**src/rtl/fifo_pkg.sv**
```systemverilog
// rtl/fifo_pkg.sv - shared types and defaults for the FIFO read-side engine
package fifo_pkg;

   localparam int DATA_WIDTH_DEF = 32;

   typedef enum logic [1:0] {
      OCC_EMPTY = 2'd0,
      OCC_ONE   = 2'd1,
      OCC_TWO   = 2'd2
   } occ_e;

endpackage

```
**src/rtl/fifo_out_skid.sv**
```systemverilog
// rtl/fifo_out_skid.sv - two-entry output buffer (head + skid) with occupancy FSM
module fifo_out_skid
   import fifo_pkg::*;
#(
   parameter int DATA_WIDTH = DATA_WIDTH_DEF
) (
   input  logic                  clk,
   input  logic                  rst,
   input  logic                  push,
   input  logic [DATA_WIDTH-1:0] push_data,
   input  logic                  m_ready,
   output logic                  m_valid,
   output logic [DATA_WIDTH-1:0] m_data,
   output logic                  pop,
   output logic [1:0]            occ_cnt
);

   occ_e                  state_q, state_d;
   logic [DATA_WIDTH-1:0] head_q, head_d;
   logic [DATA_WIDTH-1:0] skid_q, skid_d;

   always_ff @(posedge clk or posedge rst) begin
      if (rst) begin
         state_q <= OCC_EMPTY;
         head_q  <= '0;
         skid_q  <= '0;
      end else begin
         state_q <= state_d;
         head_q  <= head_d;
         skid_q  <= skid_d;
      end
   end

   always_comb begin
      state_d = state_q;
      head_d  = head_q;
      skid_d  = skid_q;
      pop     = (state_q != OCC_EMPTY) & m_ready;
      case (state_q)
         OCC_EMPTY: begin
            if (push) begin
               head_d  = push_data;
               state_d = OCC_ONE;
            end
         end
         OCC_ONE: begin
            // Head frees up on pop, so a same-cycle arrival replaces it directly.
            if (pop && push) begin
               head_d = push_data;
            end else if (pop) begin
               state_d = OCC_EMPTY;
            end else if (push) begin
               skid_d  = push_data;
               state_d = OCC_TWO;
            end
         end
         OCC_TWO: begin
            if (pop) begin
               head_d  = skid_q;
               state_d = OCC_ONE;
            end
         end
         default: state_d = OCC_EMPTY;
      endcase
   end

   assign m_valid = (state_q != OCC_EMPTY);
   assign m_data  = head_q;
   assign occ_cnt = state_q;

endmodule

```
**src/rtl/fifo_stream_reader.sv**
```systemverilog
// rtl/fifo_stream_reader.sv - drains a 1-cycle-latency FIFO read port onto a valid/ready stream
module fifo_stream_reader
   import fifo_pkg::*;
#(
   parameter int DATA_WIDTH = DATA_WIDTH_DEF,
   parameter int CNT_WIDTH  = 16
) (
   input  logic                  clk,
   input  logic                  rst,
   input  logic                  en,
   input  logic                  fifo_empty,
   input  logic [DATA_WIDTH-1:0] fifo_data,
   output logic                  fifo_cs,
   output logic                  fifo_rd_ena,
   output logic                  m_valid,
   output logic [DATA_WIDTH-1:0] m_data,
   input  logic                  m_ready,
   output logic [CNT_WIDTH-1:0]  beat_cnt,
   output logic                  idle
);

   logic                 inflight_q, inflight_d;
   logic [CNT_WIDTH-1:0] beat_cnt_q, beat_cnt_d;
   logic [1:0]           occ_cnt;
   logic                 pop;
   logic                 issue;
   logic [2:0]           credit_used;

   fifo_out_skid #(
      .DATA_WIDTH (DATA_WIDTH)
   ) u_skid (
      .clk       (clk),
      .rst       (rst),
      .push      (inflight_q),
      .push_data (fifo_data),
      .m_ready   (m_ready),
      .m_valid   (m_valid),
      .m_data    (m_data),
      .pop       (pop),
      .occ_cnt   (occ_cnt)
   );

   always_ff @(posedge clk or posedge rst) begin
      if (rst) begin
         inflight_q <= 1'b0;
         beat_cnt_q <= '0;
      end else begin
         inflight_q <= inflight_d;
         beat_cnt_q <= beat_cnt_d;
      end
   end

   // A new read needs a free slot after this cycle's pop, counting the word already in flight.
   always_comb begin
      credit_used = {1'b0, occ_cnt} + {2'b00, inflight_q} - {2'b00, pop};
      issue       = en & ~fifo_empty & (credit_used <= 3'd1);
      inflight_d  = issue;
      beat_cnt_d  = beat_cnt_q + {{(CNT_WIDTH-1){1'b0}}, pop};
   end

   assign fifo_rd_ena = issue;
   assign fifo_cs     = issue;
   assign beat_cnt    = beat_cnt_q;
   assign idle        = ~inflight_q & (occ_cnt == 2'd0);

   credit_bound_a: assert property (@(posedge clk) disable iff (rst)
      ({1'b0, occ_cnt} + {2'b00, inflight_q}) <= 3'd2);

endmodule
```
**config.mk**
```make
export PLATFORM = sky130hd
export DESIGN_NAME = fifo_stream_reader
export DESIGN_NICKNAME = d
export VERILOG_FILES = /design/src/rtl/fifo_pkg.sv /design/src/rtl/fifo_out_skid.sv /design/src/rtl/fifo_stream_reader.sv
export SDC_FILE = /design/constraint.sdc
export NUM_CORES = 1
export LEC_CHECK = 0
export ABC_AREA = 1
export CAP_MARGIN = 5
export CELL_PAD_IN_SITES_DETAIL_PLACEMENT = 1
export CELL_PAD_IN_SITES_GLOBAL_PLACEMENT = 2
export CORE_MARGIN = 4
export CORE_UTILIZATION = 26
export CTS_BUF_LIST = sky130_fd_sc_hd__clkbuf_16
export DETAILED_ROUTE_END_ITERATION = 16
export GPL_TIMING_DRIVEN = 0
export PLACE_DENSITY_LB_ADDON = 0.1
export RECOVER_POWER = 50
export SLEW_MARGIN = 20
export SYNTH_ARGS = -nofsm -noshare
export SYNTH_HDL_FRONTEND = slang
export SYNTH_HIERARCHICAL = 1
export SYNTH_SLANG_ARGS = --single-unit
```
**constraint.sdc**
```tcl
create_clock -name clk -period 2.55 [get_ports clk]
set_input_delay 0.51 -clock clk [delete_from_list [all_inputs] [get_ports clk]]
set_output_delay 0.51 -clock clk [all_outputs]
set_load 0.005 [all_outputs]
```
==> results.yml, run 1 <==
synth:
  synth_top_cells_by_area: "sky130_fd_sc_hd__dfrtp_1 52%, sky130_fd_sc_hd__nand2_1 18%, sky130_fd_sc_hd__nand3_1 8.7%"
  synth-edff-count: 0
  synth.distinct_cells: 27
  dominantRegCellSynth: "sky130_fd_sc_hd__dfrtp_1"
  netlist_area_mm2: 0.00398
  post-synth-top-area-fraction_pct: 52.1
  synth.largest_area_cell: "sky130_fd_sc_hd__dfrtp_1"
  synth_nets: 538
  synth_async_sr_flop_share_pct: 100
  synth_commonest_cells: "189 x sky130_fd_sc_hd__nand2_1, 83 x sky130_fd_sc_hd__dfrtp_1, 69 x sky130_fd_sc_hd__nand3_1, 48 x sky130_fd_sc_hd__inv_1, 24 x sky130_fd_sc_hd__o21ai_1"
  ys_ff_latch: 83
  ys_seq_area_share_pct: 52.1
  avgSynthCellArea_um2: 8.03
  synth_cells: 496
  ys.warnings.count: 6
  most_used_standard_cell_by_instance_count_after_synthesis: "sky130_fd_sc_hd__nand2_1"
floorplanning:
  die_height_um: 132
  die_w_um: 132
  initial_utilization_pct: 27.0
  core_mm2: 0.0148
  row_count: 44
  die_area_mm2: 0.0174
  io_pins: 89
place:
  gpl.final_weighted_congestion: 0.719
  hpwlAfterDp_um: 8380
  numPortBuffers: 88
  placed_cells_incl_taps: 769
cts:
  cts_sinks: 83
  clock_buffers_created_by_tritoncts: 9
  tritoncts: "built"
  root_buffer_selected_by_cts: "sky130_fd_sc_hd__clkbuf_16"
  holdBufCountCts: 0
  cts.path.max_buffers: 2
  clock_insertion_delay_at_the_later_pin_of_the_skew_report_ps: 350
  cts_htree_levels: 3
  clk_pin_slew_worst_paths_ps: 70
cells_and_area:
  post_layout_nonfiller_instances: 792
  area_delta_synth_final_pct: 39.0
  drive_above_1_share_pct: 11.3
  antenna_cells: 0
  fin_nets: 645
global_route:
  global_route_wire_length_before_repair_um: 20100
  pin_count_of_the_biggest_net_entering_global_routing: 38
  track_usage_pct: 14.3
  number_of_global_route_vias_before_repair: 3856
  grt_overflow_total: 0
  number_of_antenna_violations_at_the_first_check_in_global_routing: 0
route:
  final_antenna_net_count: 0
  detailedRoute.firstPassIterationCount: 4
  initialDrtViolationCount: 162
  drt_drc_violations_left: 0
  routed_wirelength_um: 11900
  drt-wirelength-per-cell_um: 15.1
  drt_via_density: 4.46
  detailroute.via_count: 3530
run:
  drv_cap: 0
worst_setup_path:
  worst-r2r-setup-slack_ps: 440
  reg2reg_from: "u_skid/occ_cnt[1]"
  crit_type: "reg -> out"
  crit_required_ps: 2040
  crit_path_end: "fifo_rd_ena"
  cp.arrival_ps: 2490
  worst_r2r_endpoint: "inflight_q"
  crit_fanout: 3
  ff2ff_path_depth: 11
  worst_setup_path_end_kind: "output pin"
  setup.worst_path.start_class: "register"
  worst_setup_path_startpoint: "u_skid/occ_cnt[1]"
timing:
  setup_viol_count_final: 2
  min_period_ps: 3000
  worstMarginPinSlew_ps: 1420
  fin_worst_skew_ps: 7.60
  unrepaired_setup_endpoints_after_global_routing: "true"
  relSlewSlack_pct: 4.49
  setup-tns-final_ps: -821
  report.final.hold_viol_count: 0
  timing.final.ws_setup_ps: -447
  final_max_tran_viols: 0
  final.hold.worst_slack_ps: 478
  period_share_pct: 118
  max_freq_mhz: 334
pwr:
  ir_worst_vdd_mv: 0.559
  power.density_cell_area_mw_per_mm2: 1040
  leakagePower_nw: 2.75
worst_hold_path:
  whs_path_depth: 2
  worst_hold_path_type: "reg -> reg"
  holdCritStartpoint: "u_skid/m_data[18]"
status:
  outcome: "finished with violations"
  violations: "negative setup slack"
-- state kept, by name, indices dropped and copies added (netlist names) --
register,cells
beat_cnt,16
inflight_q,1
u_skid/m_data,32
u_skid/occ_cnt,2
u_skid/skid_q,32
-- metal layers --
| metal | GRT usage (%) | vias to the layer above | wire (um) |
|---|---|---|---|
| met1 | 18.1 | 1693 | 5490 |
| met2 | 24.0 | 59 | 5860 |
| met3 | 3.74 | 14 | 394 |
| met5 | 0 | - | 0 |
| li1 | - | 1764 | - |
| met4 | 4.55 | 0 | 178 |
-- layout make-up --
class | count | area [um^2]
inverters | 50 | 201
well taps | 184 | 230
flip-flops and latches | 83 | 2080
clock inverters | 7 | 85.1
repair buffers | 97 | 947
fillers | 1776 | 9220
clock buffers | 9 | 225
multi-input cells | 337 | 1620
plain buffers | 25 | 145
-- cells by family after synthesis --
group	Yosys count	synth area share (%)
AOI/OAI and AO/OA	37	4.71
xor gates and xnor gates	9	1.98
adders and majority gates	5	1.76
buffers and inverters	76	8.39
DFF	83	52.1
and+or+nand+nor	286	31.0
-- placed cells by master, fill, tap and decap left out, drive strengths merged, types with 3 or more instances in the layout --
cell	instances
dfrtp	83
buf	33
nand2	196
nor2	13
clkdlybuf4s50	84
xor2	6
clkbuf	12
nand3	70
o21ai	34
inv	51
nand4	5
ha	4
xnor2	3
-- critical path, stage by stage (launching register included) --
cell and delay (ps):
sky130_fd_sc_hd__dfrtp_2 370, sky130_fd_sc_hd__buf_6 110, sky130_fd_sc_hd__inv_6 30, sky130_fd_sc_hd__a21oi_4 170, sky130_fd_sc_hd__ha_4 220, sky130_fd_sc_hd__inv_2 60
sky130_fd_sc_hd__ha_4 110, sky130_fd_sc_hd__inv_2 30, sky130_fd_sc_hd__fa_1 510, sky130_fd_sc_hd__nand2_2 70, sky130_fd_sc_hd__nor3_4 230, sky130_fd_sc_hd__buf_4 140
sky130_fd_sc_hd__buf_6 80
-- timing repair --
item / CTS / global route
hold endpoints to repair: 0 / 0
endpoints found under the setup margin: 2 / 2
buffers inserted: 8 / 0
gates resized for setup: 21 / 4
pin swaps: 4 / 5
-- how the worst min path moves through the flow --
stage / endpoint / slack, ps
2_1_floorplan: beat_cnt[0] / 440
3_3_place_gp: u_skid/m_data[15] / 460
3_5_place_dp: u_skid/m_data[18] / 470
4_1_cts: u_skid/m_data[18] / 480
5_1_grt: u_skid/m_data[24] / 510
6_report: u_skid/m_data[18] / 480
-- per-stage QoR --
stage | total power (W) | setup WS (ps) | cell area [um^2] | utilization [%]
floorplan | 0.00323 | -76.8 | 4010 | -
global placement | 0.00429 | -1350 | 5120 | 34.7
detailed placement | 0.00435 | -1190 | 5140 | 34.8
CTS | 0.00588 | -545 | 5520 | 37.4
global route | 0.00625 | -562 | 5540 | 37.5
finish | 0.00578 | -447 | 5540 | 37.5
-- where the power goes --
group | switching [W] | internal [W] | leakage [nW]
registers | 0.000299 | 0.00179 | 1.06
clock network | 0.000546 | 0.000848 | 0.158
logic | 0.00117 | 0.00112 | 1.53
total | 0.00202 | 0.00376 | 2.75
No activity file was read; power rests on OpenSTA's default activity.
==> run 2, diff against run 1 <==
--- a/config.mk
+++ b/config.mk
@@ -9,11 +9,11 @@
 export CAP_MARGIN = 5
 export CELL_PAD_IN_SITES_DETAIL_PLACEMENT = 1
 export CELL_PAD_IN_SITES_GLOBAL_PLACEMENT = 2
-export CORE_MARGIN = 4
 export CORE_UTILIZATION = 26
 export CTS_BUF_LIST = sky130_fd_sc_hd__clkbuf_16
 export DETAILED_ROUTE_END_ITERATION = 16
 export GPL_TIMING_DRIVEN = 0
+export HOLD_SLACK_MARGIN = 0.06
 export PLACE_DENSITY_LB_ADDON = 0.1
 export RECOVER_POWER = 50
 export SLEW_MARGIN = 20
==> run 2 against run 1 <==
Net effect: the run still ends with negative setup slack left; core utilization is 0.54 points lower; flip-flop and latch count stayed put; sequential share of layout area is 0.55 points higher; sequential power hardly changed; die area is 8.9% lower; final cell count is 0.13% higher; fmax is 2.6% higher; combinational power is 3% lower; global-route usage is 1.6 points higher; cell area is 1.4% lower; clock power is 17% lower; via count is 0.85% higher; critical path type unchanged; highest routed layer unchanged.
==> results.yml, run 2 (same netlist as run 1, synthesis figures left out) <==
route:
  detailedRoute.firstPassIterationCount: 4
  final_antenna_net_count: 0
  detailroute.via_count: 3560
  routed_wirelength_um: 11700
  drt-wirelength-per-cell_um: 14.7
  initialDrtViolationCount: 103
  drt_via_density: 4.49
  drt_drc_violations_left: 0
place:
  post_dp_cell_area_mm2: 0.00515
  gpl.final_weighted_congestion: 0.758
  hpwlAfterDp_um: 8270
  placed_cells_incl_taps: 769
  numPortBuffers: 88
worst_setup_path:
  crit_required_ps: 2040
  worst-path-buf-inv: 5
  setup.worst_path.start_class: "register"
  crit_fanout: 4
  worst_setup_path_startpoint: "u_skid/occ_cnt[0]"
  max_stage_delay_ps: 470
  timing.critical_path.max_delay_family: "adder cells"
  worst-r2r-setup-slack_ps: 510
  ff2ff_path_depth: 10
  reg2reg_from: "u_skid/occ_cnt[0]"
  worst_r2r_endpoint: "inflight_q"
  timing.critical_path.cells: "clkinv_4 -> a21oi_4 -> ha_1 -> inv_1 -> ha_2 -> inv_2 -> fa_1 -> nand2_1 -> nor3_2 -> buf_4 -> buf_6"
  worst_setup_path_end_kind: "output pin"
  crit_type: "reg -> out"
  cp.arrival_ps: 2410
  worst-path-stages: 11
  critical_path.slowest_cell: "sky130_fd_sc_hd__fa_1"
cts:
  clock_insertion_delay_at_the_later_pin_of_the_skew_report_ps: 340
  clk_pin_slew_worst_paths_ps: 60
  root_buffer_selected_by_cts: "sky130_fd_sc_hd__clkbuf_16"
  tritoncts: "built"
  cts_sinks: 83
  clock_buffers_created_by_tritoncts: 9
  holdBufCountCts: 0
  cts_htree_levels: 3
  cts.path.max_buffers: 2
cells_and_area:
  fillers: 1795
  antenna_cells: 0
  cell_area_after_layout_mm2: 0.00546
  storage_cell_area_mm2: 0.00208
  post_layout_nonfiller_instances: 793
  fin_nets: 646
  drive_above_1_share_pct: 10.2
  final_common_cell: "sky130_fd_sc_hd__nand2_1"
  area_delta_synth_final_pct: 37.0
  multiInputGateArea_mm2: 0.00159
  layout.core_utilization_pct: 37.0
  commonest_cells_after_routing_fill_and_taps_aside: "189 x sky130_fd_sc_hd__nand2_1, 84 x sky130_fd_sc_hd__clkdlybuf4s50_1, 81 x sky130_fd_sc_hd__dfrtp_1"
timing:
  max_freq_mhz: 342
  relSlewSlack_pct: 28.1
  worstMarginPinSlew_ps: 1070
  period_share_pct: 115
  timing.final.ws_setup_ps: -371
  setup_viol_count_final: 2
  fin_worst_skew_ps: 8.28
  unrepaired_setup_endpoints_after_global_routing: "true"
  final_max_tran_viols: 0
  min_period_ps: 2920
  report.final.hold_viol_count: 0
pwr:
  leakagePower_nw: 2.73
  power.density_cell_area_mw_per_mm2: 1000
  total_power_w: 0.00548
  ir_worst_vdd_mv: 0.410
global_route:
  global_route_wire_length_before_repair_um: 19800
  track_usage_pct: 16.0
  grt_overflow_total: 0
  pin_count_of_the_biggest_net_entering_global_routing: 44
  number_of_antenna_violations_at_the_first_check_in_global_routing: 0
  number_of_global_route_vias_before_repair: 3846
floorplanning:
  initial_utilization_pct: 27.0
  die_area_mm2: 0.0158
  die_height_um: 126
  core_mm2: 0.0148
  row_count: 44
  io_pins: 89
  die_w_um: 126
run:
  drv_cap: 0
worst_hold_path:
  holdCritStartpoint: "u_skid/m_data[11]"
  worst_hold_path_type: "reg -> reg"
  whs_path_depth: 2
  end_point_of_the_worst_hold_path: "u_skid/m_data[11]"
status:
  outcome: "finished with violations"
  violations: "negative setup slack"
==> run 2: repair_timing <==
item,in CTS,in global routing
endpoints found under the setup margin,2,2
gates cloned,0,0
resized for setup,19,3
pin swaps,5,5
setup buffers,9,4
==> run 2: layer usage <==
metal,GRT usage [%],wire [um]
met4,5.95,187
met1,20.4,5450
met3,2.42,322
met5,0,0
met2,27.3,5710
==> run 2: worst max-delay path by stage <==
stage | to | slack (ps)
2_1_floorplan | fifo_rd_ena | -80
3_3_place_gp | u_skid/occ_cnt[0] | -1330
3_5_place_dp | fifo_rd_ena | -1150
4_1_cts | fifo_cs | -490
5_1_grt | fifo_cs | -490
6_report | fifo_cs | -370
==> run 2: worst register-to-register path, stage by stage (launching register included) <==
cell and delay (ps):
sky130_fd_sc_hd__dfrtp_2 400, sky130_fd_sc_hd__clkinv_4 80, sky130_fd_sc_hd__a21oi_4 150, sky130_fd_sc_hd__ha_1 240, sky130_fd_sc_hd__inv_1 60, sky130_fd_sc_hd__ha_2 160
sky130_fd_sc_hd__inv_2 30, sky130_fd_sc_hd__fa_1 470, sky130_fd_sc_hd__nand2_1 60, sky130_fd_sc_hd__nor3_2 200, sky130_fd_sc_hd__buf_4 150
==> run 2: cell type report <==
| type | instances | share of cell area (%) |
|---|---|---|
| repair buffers | 100 | 17.9 |
| well taps | 184 | 4.22 |
| plain buffers | 23 | 2.29 |
| flip-flops and latches | 83 | 38.1 |
| multi-input cells | 337 | 29.2 |
| clock buffers | 9 | 4.13 |
| clock inverters | 7 | 0.504 |
| inverters | 50 | 3.69 |
==> run 2: per-stage QoR <==
stage	hold WS [ps]	TNS [ps]	worst slack [ps]
2_1_floorplan	436	-76.8	-76.8
3_3_place_gp	464	-74710	-1330
3_5_place_dp	468	-2290	-1150
4_1_cts	484	-969	-490
5_1_grt	510	-964	-486
6_report	477	-735	-371
==> run 2: report_power, final <==
part           internal, W  switching [W]  total [W]
clock network     0.000638       0.000517    0.00115
logic              0.00111        0.00112    0.00223
registers          0.00179       0.000302    0.00210
==> run 3, diff against run 2 <==
--- a/config.mk
+++ b/config.mk
@@ -11,9 +11,11 @@
 export CELL_PAD_IN_SITES_GLOBAL_PLACEMENT = 2
 export CORE_UTILIZATION = 26
 export CTS_BUF_LIST = sky130_fd_sc_hd__clkbuf_16
+export CTS_CLUSTER_DIAMETER = 200
 export DETAILED_ROUTE_END_ITERATION = 16
 export GPL_TIMING_DRIVEN = 0
 export HOLD_SLACK_MARGIN = 0.06
+export MAX_ROUTING_LAYER = met4
 export PLACE_DENSITY_LB_ADDON = 0.1
 export RECOVER_POWER = 50
 export SLEW_MARGIN = 20
==> run 3 against run 2 <==
Net effect: the flow still finishes with violations (negative setup slack); highest routed layer unchanged; power hardly changed; sequential power barely moved; first-iteration DRC count rose by 11%.
==> results.yml, run 3 (same netlist as run 1, synthesis figures left out) <==
status:
  outcome: "finished with violations"
  violations: "negative setup slack"
timing:
  report.final.hold_viol_count: 0
  min_period_ps: 2920
  period_share_pct: 115
  setup_viol_count_final: 2
  setup-tns-final_ps: -736
  timing.final.ws_setup_ps: -372
  unrepaired_setup_endpoints_after_global_routing: "true"
  relSlewSlack_pct: 28.0
  max_freq_mhz: 342
  final_max_tran_viols: 0
  fin_worst_skew_ps: 6.05
  worstMarginPinSlew_ps: 1070
place:
  preCtsSetupSlack_ps: -1150
  placed_cells_incl_taps: 769
  post_dp_cell_area_mm2: 0.00515
  gpl.final_weighted_congestion: 0.768
  numPortBuffers: 88
  hpwlAfterDp_um: 8270
worst_setup_path:
  setup.worst_path.start_class: "register"
  worst-r2r-setup-slack_ps: 500
  timing.critical_path.cells: "clkinv_4 -> a21oi_4 -> ha_1 -> inv_1 -> ha_2 -> inv_2 -> fa_1 -> nand2_1 -> nor3_2 -> buf_4 -> buf_6"
  timing.critical_path.max_delay_family: "adder cells"
  worst-path-stages: 11
  worst-path-buf-inv: 5
  reg2reg_from: "u_skid/occ_cnt[0]"
  crit_fanout: 4
  worst_setup_path_end_kind: "output pin"
  critical_path.slowest_cell: "sky130_fd_sc_hd__fa_1"
  crit_required_ps: 2040
  ff2ff_path_depth: 10
  cp.arrival_ps: 2410
  worst_r2r_endpoint: "inflight_q"
  crit_type: "reg -> out"
  max_stage_delay_ps: 470
cts:
  clock_insertion_delay_at_the_later_pin_of_the_skew_report_ps: 340
  root_buffer_selected_by_cts: "sky130_fd_sc_hd__clkbuf_16"
  cts_sinks: 83
  holdBufCountCts: 0
  clk_pin_slew_worst_paths_ps: 60
  cts_htree_levels: 3
  tritoncts: "built"
  cts.path.max_buffers: 2
  clock_buffers_created_by_tritoncts: 9
cells_and_area:
  commonest_cells_after_routing_fill_and_taps_aside: "189 x sky130_fd_sc_hd__nand2_1, 84 x sky130_fd_sc_hd__clkdlybuf4s50_1, 81 x sky130_fd_sc_hd__dfrtp_1"
  drive_above_1_share_pct: 10.2
  cell_area_after_layout_mm2: 0.00546
  layout.core_utilization_pct: 37.0
  post_layout_nonfiller_instances: 793
  final_common_cell: "sky130_fd_sc_hd__nand2_1"
  fin_nets: 646
  antenna_cells: 0
  area_delta_synth_final_pct: 37.0
floorplanning:
  die_w_um: 126
  initial_utilization_pct: 27.0
  row_count: 44
  die_area_mm2: 0.0158
  io_pins: 89
  die_height_um: 126
  core_mm2: 0.0148
pwr:
  leakagePower_nw: 2.73
  power.density_cell_area_mw_per_mm2: 1000
  ir_worst_vdd_mv: 0.409
global_route:
  pin_count_of_the_biggest_net_entering_global_routing: 44
  number_of_global_route_vias_before_repair: 3846
  track_usage_pct: 16.5
  number_of_antenna_violations_at_the_first_check_in_global_routing: 0
  grt_overflow_total: 0
  global_route_wire_length_before_repair_um: 19800
route:
  drt_drc_violations_left: 0
  detailroute.via_count: 3557
  drt_via_density: 4.49
  final_antenna_net_count: 0
  drt-wirelength-per-cell_um: 14.7
  routed_wirelength_um: 11700
  detailedRoute.firstPassIterationCount: 4
  initialDrtViolationCount: 114
worst_hold_path:
  holdCritStartpoint: "u_skid/m_data[11]"
  end_point_of_the_worst_hold_path: "u_skid/m_data[11]"
  whs_path_depth: 2
  worst_hold_path_type: "reg -> reg"
run:
  drv_cap: 0
==> run 3: how the worst max path moves through the flow <==
stage | start | to | slack (ps)
6_report | u_skid/occ_cnt[0] | fifo_cs | -370
5_1_grt | u_skid/occ_cnt[0] | fifo_cs | -490
4_1_cts | u_skid/occ_cnt[1] | fifo_cs | -490
3_5_place_dp | m_ready | fifo_rd_ena | -1150
3_3_place_gp | rst | u_skid/occ_cnt[0] | -1330
2_1_floorplan | u_skid/occ_cnt[0] | fifo_rd_ena | -80
==> run 3: power breakdown <==
group | internal, W | total, W | switching, W
Clock | 0.000637 | 0.00115 | 0.000513
Combinational | 0.00111 | 0.00223 | 0.00112
Sequential | 0.00179 | 0.00210 | 0.000302
Total | 0.00354 | 0.00548 | 0.00193
==> run 3: what timing repair did <==
item                       4_1_cts  5_1_grt
setup endpoints to repair        2        2
resized for setup               19        3
pin swaps                        5        5
setup buffers                    9        4
hold endpoints to repair         0        0
==> run 3: cell type report <==
cell class / count / area, um^2
plain buffers: 23 / 125
well taps: 184 / 230
inverters: 50 / 201
fillers: 1795 / 9300
clock buffers: 9 / 225
flip-flops and latches: 83 / 2080
repair buffers: 100 / 976
clock inverters: 7 / 27.5
multi-input cells: 337 / 1590
==> run 3: layer usage <==
metal | GRT usage [%] | wire length [um]
met5 | - | 0
met4 | 6.17 | 176
met3 | 2.21 | 311
met2 | 27.2 | 5730
met1 | 20.6 | 5440
==> run 3: worst min-delay path, delay by kind of cell (launching register included) <==
kind	cells	cell delay (ps)
DFF	1	340
and+or+nand+nor	2	100
==> run 3: metrics by stage <==
stage	power, W	hold WS [ps]
3_5_place_dp	0.00433	468
3_3_place_gp	0.00427	464
6_report	0.00548	477
5_1_grt	0.00595	510
4_1_cts	0.00558	484
2_1_floorplan	0.00323	436
